[config.mk]
export PLATFORM = sky130hd
export DESIGN_NAME = spi_slave_core
export DESIGN_NICKNAME = d
export VERILOG_FILES = /design/src/rtl/spi_slave_core.sv
export SDC_FILE = /design/constraint.sdc
export NUM_CORES = 1
export LEC_CHECK = 0
export ABC_CLOCK_PERIOD_IN_PS = 4300
export BUFFER_PORTS_ARGS = -buffer_cell sky130_fd_sc_hd__buf_2
export CAP_MARGIN = 20
export CORE_AREA = 3 3 86 47
export CTS_BUF_LIST = sky130_fd_sc_hd__clkbuf_2
export DETAILED_ROUTE_END_ITERATION = 8
export DIE_AREA = 0 0 89 50
export GPL_ROUTABILITY_DRIVEN = 0
export GPL_TIMING_DRIVEN = 0
export PLACE_DENSITY = 0.95
export SKIP_LAST_GASP = 1
export SLEW_MARGIN = 10
export SYNTH_ARGS = -nofsm -noshare
export SYNTH_HDL_FRONTEND = slang
export SYNTH_SLANG_ARGS = --single-unit
[constraint.sdc]
create_clock -name clk -period 4.3 [get_ports clk]
set_input_delay 0.86 -clock clk [delete_from_list [all_inputs] [get_ports clk]]
set_output_delay 0.86 -clock clk [all_outputs]
set_load 0.05 [all_outputs]
[src/rtl/spi_slave_core.sv]
// ============================================================================
// Module : spi_slave_core
// SPI responder on the system clock: pin synchronizers, all CPOL/CPHA modes.
// Rev    : 1.0
// ============================================================================
`default_nettype none

module spi_slave_core #(
   parameter int                DATA_W      = 8,
   parameter int                SYNC_STAGES = 2,
   parameter logic [DATA_W-1:0] DUMMY       = 8'hFF
) (
   input  logic              clk,
   input  logic              reset,
   input  logic [1:0]        mode,
   input  logic              sclk,
   input  logic              cs_n,
   input  logic              mosi,
   output logic              miso,
   output logic              miso_oe,
   input  logic [DATA_W-1:0] tx_data,
   input  logic              tx_valid,
   output logic              tx_ready,
   output logic [DATA_W-1:0] rx_data,
   output logic              rx_valid,
   output logic              busy,
   output logic              tx_underrun,
   output logic              frame_err
);

   localparam int CW = (DATA_W > 1) ? $clog2(DATA_W) : 1;

   typedef enum logic [0:0] {
      IDLE   = 1'b0,
      ACTIVE = 1'b1
   } state_t;

   state_t state, state_nx;

   logic [SYNC_STAGES-1:0] sclk_sync, cs_sync, mosi_sync;
   logic                   sclk_s, cs_s, mosi_s;
   logic                   sclk_d, cs_d;
   logic                   sclk_rise, sclk_fall, cs_fall, cs_rise;
   logic                   lead_edge, trail_edge;
   logic                   start, stop, in_frame;
   logic                   do_sample, do_shift, word_done, reload;

   logic [1:0]             mode_r;
   logic [DATA_W-1:0]      shift_reg, rx_shift, rx_next, load_word;
   logic [CW-1:0]          bit_cnt;
   logic                   first_shift;
   logic                   hold_full;
   logic [DATA_W-1:0]      hold_data;

   // cs_n chain resets high so reset release never looks like a select
   always_ff @(posedge clk or posedge reset) begin
      if (reset) begin
         sclk_sync <= '0;
         cs_sync   <= '1;
         mosi_sync <= '0;
         sclk_d    <= 1'b0;
         cs_d      <= 1'b1;
      end else begin
         sclk_sync <= {sclk_sync[SYNC_STAGES-2:0], sclk};
         cs_sync   <= {cs_sync[SYNC_STAGES-2:0], cs_n};
         mosi_sync <= {mosi_sync[SYNC_STAGES-2:0], mosi};
         sclk_d    <= sclk_s;
         cs_d      <= cs_s;
      end
   end

   assign sclk_s    = sclk_sync[SYNC_STAGES-1];
   assign cs_s      = cs_sync[SYNC_STAGES-1];
   assign mosi_s    = mosi_sync[SYNC_STAGES-1];
   assign sclk_rise = sclk_s & ~sclk_d;
   assign sclk_fall = ~sclk_s & sclk_d;
   assign cs_fall   = ~cs_s & cs_d;
   assign cs_rise   = cs_s & ~cs_d;

   always_ff @(posedge clk or posedge reset) begin
      if (reset) state <= IDLE;
      else       state <= state_nx;
   end

   always_comb begin
      state_nx = state;
      start    = 1'b0;
      stop     = 1'b0;
      case (state)
         IDLE: begin
            if (cs_fall) begin
               start    = 1'b1;
               state_nx = ACTIVE;
            end
         end
         ACTIVE: begin
            if (cs_rise) begin
               stop     = 1'b1;
               state_nx = IDLE;
            end
         end
         default: state_nx = IDLE;
      endcase
   end

   assign busy     = (state == ACTIVE);
   assign miso_oe  = busy;
   assign tx_ready = ~hold_full;

   assign lead_edge  = mode_r[1] ? sclk_fall : sclk_rise;
   assign trail_edge = mode_r[1] ? sclk_rise : sclk_fall;
   assign in_frame   = busy & ~stop;
   assign do_sample  = in_frame & (mode_r[0] ? trail_edge : lead_edge);
   assign do_shift   = in_frame & (mode_r[0] ? lead_edge : trail_edge);
   assign word_done  = do_sample & (bit_cnt == CW'(DATA_W - 1));
   assign reload     = start | word_done;
   assign load_word  = hold_full ? hold_data : DUMMY;
   assign rx_next    = {rx_shift[DATA_W-2:0], mosi_s};

   // A reload arms first_shift so the next shift edge presents the new MSB
   // instead of discarding it; this covers back-to-back frames and CPHA=1 starts.
   always_ff @(posedge clk or posedge reset) begin
      if (reset) begin
         mode_r      <= 2'b00;
         shift_reg   <= '0;
         rx_shift    <= '0;
         rx_data     <= '0;
         bit_cnt     <= '0;
         first_shift <= 1'b0;
         miso        <= 1'b0;
         rx_valid    <= 1'b0;
         tx_underrun <= 1'b0;
         frame_err   <= 1'b0;
      end else begin
         rx_valid    <= 1'b0;
         tx_underrun <= 1'b0;
         frame_err   <= 1'b0;

         if (reload) begin
            shift_reg   <= load_word;
            tx_underrun <= ~hold_full;
         end

         if (start) begin
            mode_r  <= mode;
            bit_cnt <= '0;
            if (mode[0]) begin
               first_shift <= 1'b1;
            end else begin
               first_shift <= 1'b0;
               miso        <= load_word[DATA_W-1];
            end
         end

         if (do_sample) begin
            rx_shift <= rx_next;
            if (word_done) begin
               bit_cnt     <= '0;
               rx_data     <= rx_next;
               rx_valid    <= 1'b1;
               first_shift <= 1'b1;
            end else begin
               bit_cnt <= bit_cnt + CW'(1);
            end
         end

         if (do_shift) begin
            if (first_shift) begin
               first_shift <= 1'b0;
               miso        <= shift_reg[DATA_W-1];
            end else begin
               shift_reg <= shift_reg << 1;
               miso      <= shift_reg[DATA_W-2];
            end
         end

         if (stop) begin
            miso    <= 1'b0;
            bit_cnt <= '0;
            if (bit_cnt != '0) frame_err <= 1'b1;
         end
      end
   end

   // Writes only land while empty and consumption only happens while full,
   // so a same-cycle write into an empty register survives for the next frame.
   always_ff @(posedge clk or posedge reset) begin
      if (reset) begin
         hold_full <= 1'b0;
         hold_data <= '0;
      end else begin
         if (reload && hold_full) hold_full <= 1'b0;
         if (tx_valid && !hold_full) begin
            hold_full <= 1'b1;
            hold_data <= tx_data;
         end
      end
   end

endmodule

`default_nettype wire

==> results.md <==
- Status: finished, final reports clean
- Synth top area cells: dfrtp_1, mux2_2, mux2_4
- Avg Cell Area, Syn: 12.7 um^2
- Via count: 1367
- Critical Path Start: hold_full$_DFFE_PP0P_
- Power density over the cells: 522 mW/mm^2
- Max Freq: 437 MHz
- Distinct cell type count after synthesis: 35
- Fin. max-slew vios: 0
- Clock latency on the worst-skew pair: 450 ps
- Commonest cells in the netlist: dfrtp_1, mux2_2, nand2_1
- Postcts setup bufs: 0
- Drt pass-1 iters: 4
- Max cap viols: 0
- Tot Pwr: 1240 uW
- Seq cells post-synth: 51
- N_diodes: 0
- Crit-path max cell delay: 470 ps
- Hold buffers post-CTS: 0
- Antenna viol nets, final: 0
- Clk_skew: 30.8 ps
- CP Cell Sequence: clkinv_1, buf_2
- Fillers: 227
- Mapped Nets: 186
- Routed WL: 3.62 mm
- First-pass GRT wire length: 6.18 mm
- Crit path max-delay cell type: dfrtp_1
- Hold Path Class: in2async
- Main flop type after synthesis: dfrtp_1
- CP Depth: 2
- CTS tree: done
- Final Hold Viols: 0
- CTS sink count: 51
- Post-synth EDFFs: 0
- CP startpoint kind: flip-flop
- Crit path time final: 2290 ps
- PortBufs: 30
- Largest net degree at the start of global routing: 34
- Layout cells sized above 1: 0.364
- Die X-Extent: 89 um
- P_leak: 0.00119 uW
- Initial antenna violation count: 0
- Die ar.: 0.00445 mm^2
- Max Root-Sink Buffers: 2
- VDD IR-drop max: 0.286 mV
- Vias in the first global route: 1389
- DRC Markers: 0
- Combinational family with the most area after synthesis: multiplexers
- Gates resized, CTS repair: 0
- Boundary pin count: 31
- Post-DR vias/cell: 5.51
- YS warnings: 0
- Max H-tree Level: 2
- Synth Area in Adders: 0.0177
- Area grow syn2layout: 12.3%
- Cells on worst reg2reg path: 6
- Xor/xnor share of the synthesized area: 0.00414
- Synthesized area: 0.00212 mm^2
- Family with the most delay on the worst path: buffers and inverters
- Most frequent cell after synthesis: dfrtp_1
- Slew margin rel.: 0.668
- CP arrival: 1430 ps
- Register area share after synthesis: 0.605
- Core Region: 0.00336 mm^2
- Fin nets: 224
- Vert. Die Dim: 50 um
- Num rows: 15
- Initial drt markers: 92
- Mapped Cells: 167
- GRT Resource Usage Total: 0.185
- CTS Buf Count: 5
- Reg-to-Reg Start: mode_r[0]$_DFFE_PP0P_
- Setup TNS: 0 ps
- Final HPWL DP: 2.70 mm
- Top-area cell type share of the netlist area: 0.567
- Clock Pin Slew Worst Setup and Hold Paths: 240 ps
- Critical path type: reg2out
- Fin crit share: 0.533
- Async SR Flop Fraction: 1.00
- Final core occ: 0.708
- Starting Density: 0.630
- Non-filler cells, final: 248
- Crit path buffers/inverters: 2
- Root buffer cell: clkbuf_2
- Placed insts: 240
- Actual slew at the worst max-slew pin: 499 ps
- CP Capture Type: primary output
- Unrepaired setup endpoints after global routing: false
- Critical Path Fanout Max: 9
- GRT overflow: 0
- # setup viols final: 0
- Mux cell area share after synthesis: 0.150
- CP required: 3440 ps
- Compound-Gate Fraction of Synth Area: 0.0751
- Leading area contributor after synthesis: dfrtp_1
- Simple-gate share of the synthesized area: 0.110
- Avg WL per Cell: 14.6 um
area by class of cell:
type	instances	area, um^2	area share
repair buffers	31	170	0.0716
flip-flops and latches	51	1280	0.538
inverters	11	41.3	0.0174
plain buffers	6	40.0	0.0168
multi-input cells	99	756	0.318
clock buffers	6	30.0	0.0126
clock inverters	2	7.51	0.00316
well taps	42	52.6	0.0221
worst register-to-register path, cell delays in order (launching register included):
cell	delay (ps)
dfrtp_1	460
xor2_1	280
mux2i_1	430
o21ai_2	190
buf_4	200
o21ai_0	180
o22ai_1	100
where the power goes:
part           leakage [uW]  internal (uW)  switching, uW  total (uW)
Clock             0.0000281           39.0            143         182
Sequential         0.000630            614           87.5         702
Combinational      0.000527            161            195         356
per-layer routing:
layer / vias to the layer above / part of all wire / track usage / wire length (um)
met3: 14 / 0.057 / 0.0467 / 207
li1: 646 / - / - / -
met4: 0 / 0.023 / 0.0767 / 84
met5: - / 0 / 0 / 0
met2: 43 / 0.49 / 0.314 / 1780
met1: 664 / 0.43 / 0.224 / 1550
per-stage QoR:
stage	hold WS (ps)	area, um^2	worst slack, ps
2_1_floorplan	331	2120	2220
3_3_place_gp	333	2320	1690
4_1_cts	356	2380	2010
6_report	346	2380	2010
3_5_place_dp	345	2340	2310
5_1_grt	374	2380	1870
worst paths after layout:
| check | end | slack, ps |
|---|---|---|
| min in group clk | cs_sync[1]$_DFF_PP1_ | 350 |
| min | first_shift$_DFF_PP0_ | 350 |
| max reg2reg | shift_reg[2]$_DFF_PP0_ | 2360 |
| min reg2reg | cs_sync[1]$_DFF_PP1_ | 350 |
| max | tx_ready | 2010 |
| max in group asynchronous | cs_sync[0]$_DFF_PP1_ | 3350 |
cells by family (layout without fill, tap and decap cells):
family,count (synthesis),in the layout
buffers and inverters,17,56
AO/OA/AOI/OAI,25,25
flip-flops,51,51
multiplexers,26,26
AND/OR/NAND/NOR,44,44
XOR/XNOR,1,1
adder cells (fa/ha/maj),3,3
cells in the final DEF, fill, tap and decap left out, drive strengths merged, types with 3 or more instances in the layout:
master / Yosys / layout
buf: 5 / 36
clkbuf: 1 / 7
clkinv: 1 / 3
dfrtp: 48 / 48
dfstp: 3 / 3
ha: 3 / 3
inv: 10 / 10
mux2: 25 / 25
nand2: 19 / 19
nor2: 4 / 4
nor2b: 6 / 6
nor3b: 6 / 6
o21ai: 12 / 12
o22ai: 5 / 5
Power figures use the tool's default switching activity.
